$ cat config.mk
export PLATFORM = sky130hd
export DESIGN_NAME = l1_mmu_arbiter
export DESIGN_NICKNAME = d
export VERILOG_FILES = /design/src/rtl/l1_mmu_arbiter.sv
export SDC_FILE = /design/constraint.sdc
export NUM_CORES = 1
export LEC_CHECK = 0
export BUFFER_PORTS_ARGS = -buffer_cell sky130_fd_sc_hd__buf_4
export CORE_AREA = 2 2 544 546
export DETAILED_ROUTE_END_ITERATION = 16
export DIE_AREA = 0 0 546 548
export PLACE_DENSITY = 0.3
export SYNTH_ARGS = -nofsm -noshare
export SYNTH_HDL_FRONTEND = slang
export SYNTH_SLANG_ARGS = --single-unit
$ cat constraint.sdc
create_clock -name sys_clk -period 20.6 [get_ports sys_clk]
set_input_delay 2.06 -clock sys_clk [delete_from_list [all_inputs] [get_ports sys_clk]]
set_output_delay 2.06 -clock sys_clk [all_outputs]
set_load 0.05 [all_outputs]
$ cat src/rtl/l1_mmu_arbiter.sv
// ---------------------------------------------------------------------------
// l1_mmu_arbiter
// N-channel arbiter between the L1 caches and the single l1mmu port.
// One full-line transaction per grant. Command, address and write line are
// latched at grant. The completion pulse is routed back to the owner only.
// Optional feature macro: L1ARB_ROUND_ROBIN_EN. When defined, selection is
// round-robin; otherwise fixed priority, where channel 0 (iCache) wins.
// Revision: 1.0 - initial release
// ---------------------------------------------------------------------------
`default_nettype none

module l1_mmu_arbiter #(
   parameter int N_CH   = 2,
   parameter int ADDR_W = 32,
   parameter int LINE_W = 256,
   parameter int GNT_W  = $clog2(N_CH)
) (
   input  logic                     sys_clk,
   input  logic                     rst,
   input  logic [N_CH-1:0]          l1_req_read,
   input  logic [N_CH-1:0]          l1_req_write,
   input  logic [N_CH*ADDR_W-1:0]   l1_req_addr,
   input  logic [N_CH*LINE_W-1:0]   l1_write_data,
   output logic [N_CH-1:0]          l1_done,
   output logic [LINE_W-1:0]        l1_read_data,
   output logic                     mmu_req_read,
   output logic                     mmu_req_write,
   output logic [ADDR_W-1:0]        mmu_req_addr,
   output logic [LINE_W-1:0]        mmu_write_data,
   input  logic                     mmu_done,
   input  logic [LINE_W-1:0]        mmu_read_data,
   output logic                     busy,
   output logic [GNT_W-1:0]         gnt_id
);

   typedef enum logic [0:0] {
      IDLE = 1'b0,
      BUSY = 1'b1
   } state_t;

   state_t            state;
   state_t            state_nxt;
   logic [N_CH-1:0]   req;
   logic              any_req;
   logic              grant;
   logic [GNT_W-1:0]  winner;

   assign req     = l1_req_read | l1_req_write;
   assign any_req = |req;
   assign grant   = (state == IDLE) && any_req;

`ifdef L1ARB_ROUND_ROBIN_EN
   logic [GNT_W-1:0] rr_ptr;

   // Round-robin pick: scan from the farthest offset down so the channel
   // nearest after the pointer is the last one assigned and therefore wins.
   always_comb begin
      int idx;
      idx    = 0;
      winner = '0;
      for (int k = N_CH; k >= 1; k--) begin
         idx = (int'(rr_ptr) + k) % N_CH;
         if (req[idx]) begin
            winner = GNT_W'(idx);
         end
      end
   end

   // Pointer follows the most recent winner; reset puts channel 0 first in line.
   always_ff @(posedge sys_clk or posedge rst) begin
      if (rst) begin
         rr_ptr <= GNT_W'(N_CH - 1);
      end else if (grant) begin
         rr_ptr <= winner;
      end
   end
`else
   // Fixed priority pick: scan from the top so the lowest requesting index wins.
   always_comb begin
      winner = '0;
      for (int k = N_CH - 1; k >= 0; k--) begin
         if (req[k]) begin
            winner = GNT_W'(k);
         end
      end
   end
`endif

   // State register.
   always_ff @(posedge sys_clk or posedge rst) begin
      if (rst) begin
         state <= IDLE;
      end else begin
         state <= state_nxt;
      end
   end

   // Next state: grant out of IDLE, return to IDLE on downstream completion.
   always_comb begin
      state_nxt = state;
      case (state)
         IDLE:    if (any_req)  state_nxt = BUSY;
         BUSY:    if (mmu_done) state_nxt = IDLE;
         default: state_nxt = IDLE;
      endcase
   end

   // Downstream payload: latched at grant and held for the whole transaction.
   // Only the command bits clear on completion; the address and line linger.
   always_ff @(posedge sys_clk or posedge rst) begin
      if (rst) begin
         mmu_req_read   <= 1'b0;
         mmu_req_write  <= 1'b0;
         mmu_req_addr   <= '0;
         mmu_write_data <= '0;
         gnt_id         <= '0;
      end else if (grant) begin
         mmu_req_read   <= l1_req_read[winner];
         mmu_req_write  <= l1_req_write[winner];
         mmu_req_addr   <= l1_req_addr[int'(winner)*ADDR_W +: ADDR_W];
         mmu_write_data <= l1_write_data[int'(winner)*LINE_W +: LINE_W];
         gnt_id         <= winner;
      end else if ((state == BUSY) && mmu_done) begin
         mmu_req_read   <= 1'b0;
         mmu_req_write  <= 1'b0;
      end
   end

   // Completion pulse goes to the owner only, in the same cycle as mmu_done.
   always_comb begin
      l1_done = '0;
      if ((state == BUSY) && mmu_done) begin
         l1_done[gnt_id] = 1'b1;
      end
   end

   assign busy         = (state == BUSY);
   assign l1_read_data = mmu_read_data;

endmodule

`default_nettype wire

==> results of run 1 <==
power by group through the flow:
stage,logic (mW),registers (mW),clock network [mW]
floorplan,0.300,1.10,0
global placement,1.02,0.795,0
detailed placement,1.02,0.795,0
CTS,1.02,0.785,0.873
global route,1.05,0.796,0.885
finish,0.982,0.783,0.824
layout by cell type, fill, tap and decap left out, drive strengths merged, types with 2 or more instances in the layout:
cell type | synthesis | final
diode | 0 | 3
clkinv | 0 | 7
nor2b | 3 | 3
dfrtp | 292 | 292
or3 | 288 | 288
o221a | 288 | 288
a22oi | 2 | 2
nand2 | 2 | 2
o21bai | 2 | 2
clkbuf | 77 | 68
nand2b | 2 | 2
nor2 | 4 | 4
buf | 307 | 893
clkinvlp | 0 | 2
inv | 1 | 7
metrics by stage:
step | instances | setup slack, ps | instance area, sq um | utilization
6_report | 5788 | 15440 | 25700 | 0.0877
5_1_grt | 5785 | 15250 | 25700 | 0.0877
4_1_cts | 5785 | 15300 | 25700 | 0.0877
3_5_place_dp | 5701 | 15410 | 24200 | 0.0824
3_3_place_gp | 5701 | 15440 | 24200 | 0.0824
2_1_floorplan | 1273 | 10480 | 15100 | -
critical path: stages, from the launching register on:
cell,delay [ps]
dfrtp_4,1020
buf_12,570
nand2_1,260
nor2_1,180
buf_4,220
registers in the layout, indices dropped and copies added (netlist names):
register,flops
gnt_id,1
mmu_req_write,1
busy,1
mmu_write_data,256
mmu_req_read,1
mmu_req_addr,32
area by class of cell:
| class | instances | area, sq um |
|---|---|---|
| Multi-Input combinational cell | 596 | 5190 |
| Clock inverter | 16 | 176 |
| Tap cell | 3919 | 4900 |
| Inverter | 1 | 11.3 |
| Timing Repair Buffer | 893 | 6740 |
| Fill cell | 34095 | 267000 |
| Clock buffer | 68 | 1350 |
| Sequential cell | 292 | 7310 |
| Antenna cell | 3 | 7.51 |
per-layer routing:
metal	global-route usage	up-vias	routed length, microns
met5	0.00237	-	171
met3	0.0801	296	27600
met4	0.0384	12	6450
li1	-	5831	-
met2	0.159	970	70900
met1	0.0960	6818	51100
kinds of logic after synthesis:
group	synth area share
AO/OA/AOI/OAI	0.218
buffers and inverters	0.174
AND/OR/NAND/NOR	0.124
flip-flops	0.483
how the worst min path moves through the flow:
stage	startpoint	endpoint	slack, ps	depth (start not counted)
after global placement	mmu_req_addr[4]	mmu_req_addr[4]	530	1
final	mmu_write_data[128]	mmu_write_data[128]	550	1
after CTS	mmu_write_data[180]	mmu_write_data[180]	550	1
after detailed placement	mmu_write_data[176]	mmu_write_data[176]	530	1
after floorplan	mmu_req_read	mmu_req_read	790	2
after global routing	mmu_write_data[176]	mmu_write_data[176]	560	1
==> out/results.tsv, run 1 <==
metric	value	unit
status	completed	
ys_types	21	
min_path_type	flop to flop	
drt_iter0_markers	983	
num-nets-final	2669	
r2r_cells	5	
holdBufCountCts	0	
synth-edff-count	0	
fmax	194	MHz
post-dp-hpwl	132000	microns
clkLatencyLatePin	680	ps
core	293000	sq um
cts_tree	yes	
yosys_warnings	0	
netlist_area	15100	sq um
seqPwrFrac	0.302	
clk_path_buf_depth	3	
initial_core_util	0.0516	
async_flop_share	1.00	
area_delta_synth_final	70.0	%
ioPinCount	1389	
clkSlewWorstSetupHoldPaths	60	ps
switchingPower	1.14	mW
drc	0	
ys_top_cells_by_area	dfrtp_1 48%, o221a_1 16%, buf_4 13%	
slew_violations	0	
drt-total-wl	156000	microns
netlist_top_cells_count	292 x dfrtp_1, 288 x or3_1, 256 x buf_4	
worst-setup-path-type	flop to primary output	
path_max_fanout	170	
grt_usage	0.100	
overflow	0	
fin_crit	5160	ps
slew_headroom	0.259	
vias	13927	
die_w	546	microns
num_rows	199	
end_kind	primary output	
antenna_found_initial	30	
grt_pass1_vias	14751	
rsz0062_at_grt	no	
synth.most_common_cell	dfrtp_1	
post_drt_via_cell_ratio	2.41	
htree_num_levels	2	
grt_first_pass_wirelength	192000	microns
leakagePower	9.44	nW
critical_path.startpoint	busy	
wl_per_cell	27.0	microns
syn_nets	2112	
fin_tns_setup	0	ps
crit_end	l1_done[0]	
fin_crit_sh	0.251	
ys_ff_latch	292	
drv_cap	0	
reg2reg_to	mmu_write_data[151]	
crit_arrival	3100	ps
drive_gt1_frac	0.558	
intPower	1.44	mW
synth_flop_cell	dfrtp_1	
total_power	2.59	mW
synth_area_per_cell	11.9	sq um
swShare	0.442	
whs	546	ps
hold_viol_final	0	
cts_resized	0	
cts_setup_buffers	0	
cts_buffers	46	
cts_root_buffer	clkbuf_16	
setup_viol	0	
clkPwrFrac	0.318	
synth-seq-area-share	0.483	
place.gp.congestion	0.796	
fp.dieH	548	microns
die-area	299000	sq um
grt_max_degree	171	
power_frac_comb	0.379	
clock_skew	30.9	ps
required	18540	ps
first_pass_iters	8	
yosys.area.top_type_share	0.483	
r2r_setup_slack	16520	ps
critPathLaunchType	flop	
clock-sinks	292	
r2r-start	busy	
worstMarginPinSlew	1110	ps
portBuffers	876	
yosysTopAreaCell	dfrtp_1	
synth_cells	1273	
peakVddDrop	0.0000587	V
powerDensity	101	nW/um^2
ant_nets	0	
Note: power is estimated with default switching activity, not from simulation.
==> run 2: changes to the inputs <==
ABC_AREA = 1   (was unset)
CORE_AREA = 2 2 547 549   (was 2 2 544 546)
DIE_AREA = 0 0 549 551   (was 0 0 546 548)
clock period = 4.6 ns   (was 20.6 ns; I/O delays follow)
==> run 2 against run 1 <==
Effect of this change:
- highest routed layer unchanged
- area after synthesis rose by 13%
- register-to-register slack got worse by 14000 ps
- die area increased by 1.1%
- sequential cell count unchanged
- final cell count grew 24%
- count of clock-buffer cells in the layout decreased by 4
- via count grew 34%
- cell area rose by 15%
- largest power group unchanged
- global-route usage down 1.0 points
==> out/results.tsv, run 2 <==
metric	value	unit	change
status	completed		unchanged
largest_register	mmu_write_data		unchanged
async_flop_share	1.00		unchanged
fmax	376	MHz	
clk_path_buf_depth	3		unchanged
synth-simple-area-share	0.407		was 0.124
synth_compound_area_frac	0.00147		was 0.218
first_pass_iters	5		was 8
drt-total-wl	142000	microns	was 156000 microns
overflow	0		unchanged
clock_skew	28.0	ps	was 30.9 ps
yosys.area.top_type_share	0.429		was 0.483
synth_area_per_cell	6.92	sq um	was 11.9 sq um
setup_viol	0		unchanged
fin_crit_sh	0.578		
synth_mux_area_frac	0		unchanged
worstMarginPinSlew	1150	ps	was 1110 ps
met2RoutedLength	62200	microns	was 70900 microns
core	296000	sq um	was 293000 sq um
min_path_type	input pin to flop		was flop to flop
reg.largest.list	mmu_write_data: 256 flops, mmu_req_addr: 32 flops		unchanged
worst-setup-path-type	input pin to flop		was flop to primary output
drc	0		unchanged
top_layer	met5		unchanged
netlist_area	17000	sq um	was 15100 sq um
num_rows	200		was 199
portBuffers	876		unchanged
final_cell_mix	1447 x nand2_1, 892 x buf_4, 292 x dfrtp_1		was 890 x buf_4, 291 x dfrtp_1, 288 x or3_1
fillCellCount	34857		was 34095
area_delta_synth_final	73.9	%	was 70.0%
ioPinCount	1389		unchanged
post_drt_via_cell_ratio	2.61		was 2.41
ys_top_cells_by_area	dfrtp_1 43%, nand2_1 32%, buf_4 12%		was dfrtp_1 48%, o221a_1 16%, buf_4 13%
hold_viol_final	0		unchanged
wl_met1	48700	microns	was 51100 microns
die-area	302000	sq um	was 299000 sq um
cts_buffers	48		was 46
grt_usage	0.0903		was 0.100
end_kind	flop		was primary output
grt_max_degree	125		was 171
slew_headroom	0.232		was 0.259
placedCellCount	6891		was 5701
htree_num_levels	2		unchanged
grt_pass1_vias	19758		was 14751
ant_nets	0		unchanged
fin_crit	2660	ps	
utilization	0.0999		was 0.0877
peakVddDrop	0.000328	V	was 0.0000587 V
cts_root_buffer	clkbuf_16		unchanged
antenna_found_initial	25		was 30
drv_cap	0		unchanged
wl_per_cell	19.8	microns	was 27.0 microns
clock-sinks	292		unchanged
syn_nets	3299		was 2112
ys_types	17		was 21
vias	18681		was 13927
yosys_warnings	0		unchanged
slew_violations	0		unchanged
post-dp-hpwl	116000	microns	was 132000 microns
r2r_cells	6		was 5
initial_core_util	0.0575		was 0.0516
place.gp.congestion	0.793		was 0.796
layout_commonest_cell	nand2_1		was buf_4
critPathLaunchType	input pin		was flop
stdcell_count	7157		was 5788
powerDensity	683	nW/um^2	was 101 nW/um^2
num-nets-final	4009		was 2669
synth.most_common_cell	nand2_1		was dfrtp_1
largest_reg_flops	256		unchanged
rsz0062_at_grt	no		unchanged
wl_met3	22800	microns	was 27600 microns
whs	90.6	ps	was 546 ps
drt_iter0_markers	936		was 983
yosys.area_share.xor_xnor	0		unchanged
cts_resized	0		unchanged
crit_arrival	3210	ps	was 3100 ps
required	5150	ps	was 18540 ps
synth-edff-count	0		unchanged
synth_flop_cell	dfrtp_1		unchanged
die_w	549	microns	was 546 microns
leakagePower	14.6	nW	was 9.44 nW
path_max_fanout	86		was 170
synth_cells	2460		was 1273
cts_tree	yes		unchanged
fin_tns_setup	0	ps	unchanged
ys_ff_latch	292		unchanged
clkSlewWorstSetupHoldPaths	50	ps	was 60 ps
drive_gt1_frac	0.310		was 0.558
grt_first_pass_wirelength	183000	microns	was 192000 microns
fp.dieH	551	microns	was 548 microns
synth-seq-area-share	0.429		was 0.483
yosysTopAreaCell	dfrtp_1		unchanged
clkLatencyLatePin	690	ps	was 680 ps
netlist_top_cells_count	1447 x nand2_1, 292 x dfrtp_1, 290 x nand3_1		was 292 x dfrtp_1, 288 x or3_1, 256 x buf_4
synth_fa_ha_area_frac	0		unchanged
min_path_cells	5		was 1
synth_top_family_by_area	simple AND/OR/NAND/NOR gates		was compound AO/OA/AOI/OAI gates
-- run 2: per-layer routing --
metal,vias up,track usage
li1,8772,-
met4,8,0.0526
met3,333,0.0643
met2,906,0.139
met1,8662,0.0884
met5,-,0.00172
-- run 2: repair_timing --
action | 4_1_cts | 5_1_grt
hold endpoints to repair | 152 | 0
hold buffers | 168 | 0
buffers inserted | 0 | 0
-- run 2: cells by family (layout without fill, tap and decap cells) --
family / count (synthesis) / after routing
AOI/OAI and AO/OA: 4 / 4
and+or+nand+nor: 1744 / 1744
other: 0 / 12
buffers and inverters: 420 / 1166
DFF: 292 / 292
-- run 2: final timing paths --
check	startpoint	endpoint	slack, ps
min	l1_write_data[0]	mmu_write_data[0]	90
min reg2reg	mmu_write_data[186]	mmu_write_data[186]	480
max in group asynchronous	rst	mmu_write_data[96]	2910
max	l1_req_read[1]	mmu_write_data[172]	1940
max reg2reg	busy	mmu_write_data[231]	2160
min in group asynchronous	rst	mmu_req_addr[28]	410
-- run 2: layout make-up --
cell class / count / area, sq um / area share
flip-flops and latches: 292 / 7310 / 0.247
diodes: 12 / 30.0 / 0.00101
inverters: 6 / 33.8 / 0.00114
clock buffers: 64 / 1400 / 0.0474
multi-input cells: 1748 / 6990 / 0.236
repair buffers: 1074 / 8660 / 0.292
well taps: 3939 / 4930 / 0.166
clock inverters: 22 / 259 / 0.00875
-- run 2: critical path, cell delays in order --
cell and delay, ps:
buf_4 80, inv_1 90, nand2_8 420, nand2_8 430
buf_12 450, nand2_1 130, nand2_1 50, dlygate4sd3_1 550
nand2_1 60, nand2_1 60
-- run 2: where the power goes --
group          switching [mW]  internal (mW)
clock                    1.58           2.41
combinational            8.79           2.82
sequential              0.835           3.80
total                    11.2           9.03
-- run 2: stage by stage --
stage	power, mW	setup WS, ps	area, sq um
after floorplan	11.6	265	17000
after global placement	16.7	1600	26200
after detailed placement	16.7	1610	26200
after CTS	21.1	1960	29600
after global routing	21.8	1870	29600
final	20.2	1940	29600
